File: src/rtl/bsg_counter_clear_up_down_multi_sat_pkg.sv
// Purpose : width helpers shared by the up/down multi-port counter and its
//           popcount sub-block. Elaboration-time functions only.
// Contents: safe_clog2, bsg_width, max3
package bsg_counter_clear_up_down_multi_sat_pkg;

  // Bits needed to index x distinct values; never less than 1.
  function automatic int unsigned safe_clog2(input int unsigned x);
    if (x <= 1) return 1;
    return $clog2(x);
  endfunction

  // Bits needed to hold the value x itself (0..x).
  function automatic int unsigned bsg_width(input int unsigned x);
    return safe_clog2(x + 1);
  endfunction

  function automatic int unsigned max3(input int unsigned a,
                                       input int unsigned b,
                                       input int unsigned c);
    int unsigned m;
    m = a;
    if (b > m) m = b;
    if (c > m) m = c;
    return m;
  endfunction

endpackage

File: src/rtl/bsg_counter_clear_up_down_multi_sat_popcount.sv
// Purpose : combinational population count of a request vector.
// Ports   : i_bits  in  els_p    request bits
//           o_count out width_p  number of set bits in i_bits
module bsg_counter_clear_up_down_multi_sat_popcount #(
  parameter int els_p   = 1,
  parameter int width_p = 1
) (
  input  logic [els_p-1:0]   i_bits,
  output logic [width_p-1:0] o_count
);

  always_comb begin
    o_count = '0;
    for (int unsigned i = 0; i < els_p; i++) begin
      o_count = o_count + width_p'(i_bits[i]);
    end
  end

endmodule

File: src/rtl/bsg_counter_clear_up_down_multi_sat.sv
// Purpose : up/down occupancy/credit counter. Each cycle adds popcount(up_i)
//           and subtracts popcount(down_i) from the (optionally cleared)
//           count, saturating or wrapping at the range 0..max_val_p, with
//           sticky overflow/underflow flags and a registered threshold flag.
// Ports   : clk_i          in   1             clock
//           reset_i        in   1             synchronous reset, active-high
//           clear_i        in   1             zero count and flags before up/down
//           up_i           in   up_els_p      increment requests
//           down_i         in   down_els_p    decrement requests
//           count_r_o      out  ptr_width_lp  registered count
//           at_thresh_r_o  out  1             registered count >= thresh_p
//           overflow_r_o   out  1             sticky overflow
//           underflow_r_o  out  1             sticky underflow
module bsg_counter_clear_up_down_multi_sat
  import bsg_counter_clear_up_down_multi_sat_pkg::*;
#(
  parameter int max_val_p    = 1,
  parameter int init_val_p   = 0,
  parameter int up_els_p     = 1,
  parameter int down_els_p   = 1,
  parameter int saturate_p   = 1,
  parameter int thresh_p     = max_val_p,
  parameter int ptr_width_lp = int'(safe_clog2(max_val_p + 1))
) (
  input  logic                    clk_i,
  input  logic                    reset_i,
  input  logic                    clear_i,
  input  logic [up_els_p-1:0]     up_i,
  input  logic [down_els_p-1:0]   down_i,
  output logic [ptr_width_lp-1:0] count_r_o,
  output logic                    at_thresh_r_o,
  output logic                    overflow_r_o,
  output logic                    underflow_r_o
);

  localparam int up_w_lp   = int'(bsg_width(up_els_p));
  localparam int down_w_lp = int'(bsg_width(down_els_p));
  // Two guard bits: one for the carry above max_val_p, one for the sign.
  localparam int calc_w_lp = int'(max3(ptr_width_lp, up_w_lp, down_w_lp)) + 2;

  localparam logic signed [calc_w_lp-1:0] MaxS    = calc_w_lp'(max_val_p);
  localparam logic signed [calc_w_lp-1:0] ModS    = calc_w_lp'(max_val_p + 1);
  localparam logic signed [calc_w_lp-1:0] ThreshS = calc_w_lp'(thresh_p);
  localparam logic                        InitAtThresh = (init_val_p >= thresh_p);

  logic [ptr_width_lp-1:0]        r_count;
  logic                           r_at_thresh;
  logic                           r_overflow;
  logic                           r_underflow;

  logic [up_w_lp-1:0]             w_up_cnt;
  logic [down_w_lp-1:0]           w_down_cnt;
  logic signed [calc_w_lp-1:0]    w_base;
  logic signed [calc_w_lp-1:0]    w_raw;
  logic signed [calc_w_lp-1:0]    w_next;
  logic                           w_ovf_evt;
  logic                           w_unf_evt;

  bsg_counter_clear_up_down_multi_sat_popcount #(
    .els_p   (up_els_p),
    .width_p (up_w_lp)
  ) u_pop_up (
    .i_bits  (up_i),
    .o_count (w_up_cnt)
  );

  bsg_counter_clear_up_down_multi_sat_popcount #(
    .els_p   (down_els_p),
    .width_p (down_w_lp)
  ) u_pop_down (
    .i_bits  (down_i),
    .o_count (w_down_cnt)
  );

  always_comb begin
    w_base    = clear_i ? '0 : calc_w_lp'(r_count);
    w_raw     = w_base + calc_w_lp'(w_up_cnt) - calc_w_lp'(w_down_cnt);
    w_unf_evt = w_raw[calc_w_lp-1];
    w_ovf_evt = !w_unf_evt && (w_raw > MaxS);
    w_next    = w_raw;
    if (saturate_p != 0) begin
      if (w_ovf_evt)      w_next = MaxS;
      else if (w_unf_evt) w_next = '0;
    end else begin
      // The els bounds keep |raw excursion| <= max_val_p+1, so one
      // modulus correction always lands back in range.
      if (w_ovf_evt)      w_next = w_raw - ModS;
      else if (w_unf_evt) w_next = w_raw + ModS;
    end
  end

  always_ff @(posedge clk_i) begin
    if (reset_i) begin
      r_count     <= ptr_width_lp'(init_val_p);
      r_at_thresh <= InitAtThresh;
      r_overflow  <= 1'b0;
      r_underflow <= 1'b0;
    end else begin
      r_count     <= w_next[ptr_width_lp-1:0];
      // Threshold is derived from the next count so it lines up with count_r_o.
      r_at_thresh <= (w_next >= ThreshS);
      r_overflow  <= (r_overflow  & ~clear_i) | w_ovf_evt;
      r_underflow <= (r_underflow & ~clear_i) | w_unf_evt;
    end
  end

  assign count_r_o     = r_count;
  assign at_thresh_r_o = r_at_thresh;
  assign overflow_r_o  = r_overflow;
  assign underflow_r_o = r_underflow;

endmodule

File: config.mk
export PLATFORM = sky130hd
export DESIGN_NAME = bsg_counter_clear_up_down_multi_sat
export DESIGN_NICKNAME = d
export VERILOG_FILES = /design/src/rtl/bsg_counter_clear_up_down_multi_sat_pkg.sv /design/src/rtl/bsg_counter_clear_up_down_multi_sat_popcount.sv /design/src/rtl/bsg_counter_clear_up_down_multi_sat.sv
export SDC_FILE = /design/constraint.sdc
export NUM_CORES = 1
export LEC_CHECK = 0
export CAP_MARGIN = 20
export CORE_AREA = 3 3 40 42
export CTS_CLUSTER_DIAMETER = 120
export CTS_CLUSTER_SIZE = 12
export DETAILED_ROUTE_END_ITERATION = 10
export DIE_AREA = 0 0 43 45
export HOLD_SLACK_MARGIN = 0.08
export SLEW_MARGIN = 10
export SYNTH_ARGS = -nofsm -noshare
export SYNTH_HDL_FRONTEND = slang
export SYNTH_HIERARCHICAL = 1
export SYNTH_SLANG_ARGS = --single-unit
File: constraint.sdc
create_clock -name clk_i -period 1.4 [get_ports clk_i]
set_input_delay 0.21 -clock clk_i [delete_from_list [all_inputs] [get_ports clk_i]]
set_output_delay 0.21 -clock clk_i [all_outputs]
set_load 0.005 [all_outputs]
# After elaboration in Yosys (flattened, before gate mapping)
# Index checks and enable logic that the tools add are counted.
op_classes:
  n_addsub: 2
  order_cmp: 2
  n_mux: 3
  n_bitwise: 5
  n_reduce_logical: 2
op_table:
  columns: ["op", "count"]
  rows:
  - ["2-bit two-way mux", 2]
  - ["3-bit by 2-bit >= comparator with 1-bit output, second input constant", 1]
  - ["3-bit by 2-bit greater-than comparator with 1-bit output, second input constant", 1]
  - ["2-bit by 1-bit subtractor with 3-bit output", 1]
  - ["1-bit by 1-bit adder with 2-bit output", 1]
  - ["1-bit bitwise AND", 2]
  - ["1-bit bitwise OR", 2]
  - ["1-bit logical AND", 1]
  - ["1-bit zero test", 1]
  - ["1-bit two-way mux", 1]
  - ["1-bit inverter", 1]
totals:
  regBits: 4
  output_inout_bits: 4
  wordCells: 18

# Depth between registers and ports, before layout
# Gate-level depths: netlist of the first run.
logic_depth:
  depth_word: 7
  mapped_depth: 6

# Cells and area by module
# Netlist of the first run, hierarchy kept.
by_module_without_submodules:
  columns: ["module", "instances", "cells_per_inst", "area_per_inst_um2", "seq_area_each_um2"]
  rows:
  - ["bsg_counter_clear_up_down_multi_sat", 1, 17, 165.2, 60.1]
  - ["bsg_counter_clear_up_down_multi_sat_popcount", 2, 1, 7.5, 0.0]

# Least setup slack after synthesis of the first run
# OpenSTA, ideal clock, no wires.
synth_timing:
  path_type: "flip-flop to flip-flop"
  from: "register r_count (netlist: count_r_o)"
  to: "register r_underflow (netlist: underflow_r_o)"
  arrival_ps: 1146
  required_time_ps: 1330
  slack_ps: 184
  stages_incl_launch_ff: 7
  n_path_buf: 0
  period_less_slack_ps: 1216
  path_cell_list: "dfxtp_1 > nand2b_1 > ha_1 > inv_1 > ha_1 > nand2b_1 > a21oi_1"
synth_via:
  elab_chain_cells: 4
synth_lines:
  columns: ["element", "line_no", "text"]
  rows:
  - ["start: declaration", "bsg_counter_clear_up_down_multi_sat.sv:46", "logic [ptr_width_lp-1:0] r_count;"]
  - ["start signal: assignment", "bsg_counter_clear_up_down_multi_sat.sv:94", "r_count <= ptr_width_lp'(init_val_p);"]
  - ["start signal: assignment", "bsg_counter_clear_up_down_multi_sat.sv:99", "r_count <= w_next[ptr_width_lp-1:0];"]
  - ["1-bit two-way mux", "bsg_counter_clear_up_down_multi_sat.sv:76", "w_base = clear_i ? '0 : calc_w_lp'(r_count);"]
  - ["1-bit by 1-bit adder with 2-bit output", "bsg_counter_clear_up_down_multi_sat.sv:77", "w_raw = w_base + calc_w_lp'(w_up_cnt) - calc_w_lp'(w_down_cnt);"]
  - ["2-bit by 1-bit subtractor with 3-bit output", "bsg_counter_clear_up_down_multi_sat.sv:77", null]
  - ["1-bit bitwise OR", "bsg_counter_clear_up_down_multi_sat.sv:103", "r_underflow <= (r_underflow & ~clear_i) | w_unf_evt;"]
  - ["end signal: assignment", "bsg_counter_clear_up_down_multi_sat.sv:103", null]
  - ["end: declaration", "bsg_counter_clear_up_down_multi_sat.sv:49", "logic r_underflow;"]
# Every way passes these cells.
# A chain may end at the register's enable or synchronous reset.

==> results summary, run 1 <==
For this run, the total global-route usage over all layers was measured as 0.0467. The post-route fraction of the period consumed by the critical path came out at 0.968. During placement, the flow inserted port buffers numbering 8. The setup slack after layout is 0.0452 ns. Dividing the detail-routed wire length by the instance count gives 8.27 µm. The largest fanout on the critical path came out at 3. The total of fill cells in the finished design came out at 147. The flip-flop and latch count after synthesis came out at 3.

After detailed routing, the number of vias per cell comes to 3.33. In this run the register-to-register setup slack is 0.14 ns. The number of design rule violations left after detail routing came out at 0. The post-CTS setup repair buffer count is 0. The register area is 60.1 µm². The maximum single-stage delay on the critical path is 0.53 ns. The net count after synthesis came out at 27. The sequential-to-total area share from yosys stat came out at 0.333. The final setup violation count came out at 0. The final core utilization is 0.248.

The count of mapped cells out of synthesis is 19. STA classifies the critical path endpoint as an output port. The measured slew at the worst slew-check pin is 0.164 ns.

The power per cell area is 933 mW/mm². The global-route congestion overflow total came out at 0. The class of the tightest hold or removal check is primary input to flip-flop. For the worst setup path, the data arrival time is 1.14 ns. The critical path required time is 1.19 ns.

The highest clock rate is 738 MHz. The uppermost layer routed is met3. The area of the placeable core is 0.00128 mm². Setup repair after global routing left no endpoint under its margin.

In this run the clock root is driven by a clkbuf_4. The wire length on met3 came out at 20 µm. The worst max-slew margin expressed relative to the limit came out at 0.891. Counting tap cells, the placed design contains a total of 41 instances. The standby leakage power is 0.141 nW. The most common cell after layout, fill and taps aside is clkdlybuf4s50_1.

The tool flagged a number of max-cap violations equal to 0. The number of warnings issued by yosys came out at 6. The final critical path time including I/O delays and setup is 1.35 ns. The number of antenna violations at the first check in global routing came out at 0.

The overall via count from detail_route came out at 150. At the later pin of the worst-skew pair, clock insertion delay measures 0.23 ns. The number of levels the H-tree was split into is 1.

Prior to clock tree synthesis, the placed netlist has a worst setup slack of -0.302 ns. The number of hold violations in the final report is 0. The cell area after synthesis came out at 180 µm². The remaining number of nets flagged by the antenna check after routing came out at 0. In the final design database the tool counted 39 nets.

The number of buffers and inverters on the critical path is 1. The effective utilization at floorplan is 0.140. On the final layout, the worst clock skew is 0.00272 ns.

The pin count of the biggest net entering global routing came out at 4. The number of buffers created by CTS is 3. Compared with the post-synthesis result, the final layout area differs by 77.1%. The height of the die came out at 45 µm. The total area of multi-input combinational cells is 109 µm². The sum of routed wire length over all layers is 372 µm. The count of antenna diodes in the layout came out at 0. Summed over all nets, wire length on met2 after detailed routing comes to 225 µm. In this run, the number of DRC markers left after iteration 0 of detailed routing was 3.

The via count of the first global-routing pass came out at 162. The number of unique standard cell types used by synthesis came out at 8. The average cell area after synthesis is 9.48 µm². The worst supply voltage drop on vdd is 0.000268 V. The filler-free cell count of the finished design came out at 45. The number of buffers between clock root and the deepest sink is 2. The fraction of layout instances using a drive strength above 1 came out at 0.267. The total iterations of the first detailed-routing run is 2.

The number of clock sinks came out at 3. The global-route wire length before repair came out at 565 µm. The width of the die came out at 43 µm. The CTS tree is yes. The count of pins over their slew limit is 0. The critical path goes through clkdlybuf4s50_1. The flow ran to the end, and the final reports show no timing, DRC or antenna violations. Total power for the finished layout comes to 298 µW.

In this design, the largest share of critical-path delay is due to buffers and inverters. The floorplan row count came out at 13. The number of top-level design ports is 9. After clock tree synthesis, the clock-pin slew on the worst setup and hold paths is 0.04 ns. The die area came out at 0.00194 mm².

In the layout the commonest cells are 7 x clkdlybuf4s50_1, 3 x nand2b_1, 3 x clkbuf_4, 3 x dfxtp_1. The length of routed wiring on met1 is 126 µm. The slowest stage of the critical path is the clkdlybuf4s50_1 cell.

The routability congestion estimate is 0.601. The startpoint type of the worst setup path is a flip-flop. The worst setup path is of the flip-flop to output port kind.
==> cell families (layout without fill, tap and decap cells) <==
kind of cell,Yosys count,after routing,share of synthesized area
compound gates,2,2,0.0556
fa+ha+maj,3,3,0.250
buf+inv,5,16,0.167
flops,3,3,0.333
simple gates,6,6,0.194
==> sequential cells by signal (all words and copies together), names as in the netlist <==
name and flops:
count_r_o 1, overflow_r_o 1, underflow_r_o 1
==> per-stage QoR <==
step                hold slack [ns]  setup TNS, ns  area (µm²)
global placement              0.465         -0.411         272
CTS                           0.474              0         309
floorplan                     0.277              0         180
finish                        0.388              0         319
global route                  0.423              0         319
detailed placement            0.470         -0.468         272
==> routing by layer <==
layer,global-route usage,up-vias
li1,-,75
met1,0.0314,72
met2,0.0749,3
met3,0.0359,0
met4,0.0542,0
met5,0,-
==> area by class of cell <==
| class | count | share of cell area |
|---|---|---|
| multi-input combinational | 11 | 0.341 |
| timing repair buffer | 10 | 0.306 |
| sequential | 3 | 0.188 |
| clock buffer | 4 | 0.0824 |
| tap | 15 | 0.0588 |
| inverter | 2 | 0.0235 |
==> worst paths after layout <==
path                 from            end  cells past startpoint
max reg2reg     count_r_o  underflow_r_o                      6
min reg2reg  overflow_r_o   overflow_r_o                      2
max             count_r_o  at_thresh_r_o                      1
min               clear_i   overflow_r_o                      4
==> what timing repair did <==
action,in CTS,in global routing
endpoints found under the setup margin,1,1
pin swaps,0,1
gates resized for setup,2,2
hold buffers,0,0
==> power breakdown <==
part	switching (mW)	internal (mW)	leakage (nW)
clock network	0.0439	0.107	0.0150
registers	0.00353	0.0910	0.0247
logic	0.0171	0.0355	0.102
total	0.0645	0.233	0.141
==> cell usage after synthesis, drive strengths merged <==
| cell type | count | area share |
|---|---|---|
| nand2b | 5 | 0.17 |
| nor2 | 1 | 0.021 |
| buf | 3 | 0.12 |
| a21oi | 2 | 0.056 |
| ha | 2 | 0.14 |
| inv | 2 | 0.042 |
| dfxtp | 3 | 0.33 |
| fa | 1 | 0.11 |
No activity file was read; power rests on OpenSTA's default activity.
==> run 2: changes to the inputs <==
--- a/config.mk
+++ b/config.mk
@@ -7,7 +7,7 @@
 export LEC_CHECK = 0
 export CAP_MARGIN = 20
 export CORE_AREA = 3 3 40 42
-export CTS_CLUSTER_DIAMETER = 120
+export CTS_CLUSTER_DIAMETER = 30
 export CTS_CLUSTER_SIZE = 12
 export DETAILED_ROUTE_END_ITERATION = 10
 export DIE_AREA = 0 0 43 45
==> results of run 2 <==
No change in the layout: final DEF, timing and power equal those of run 1.
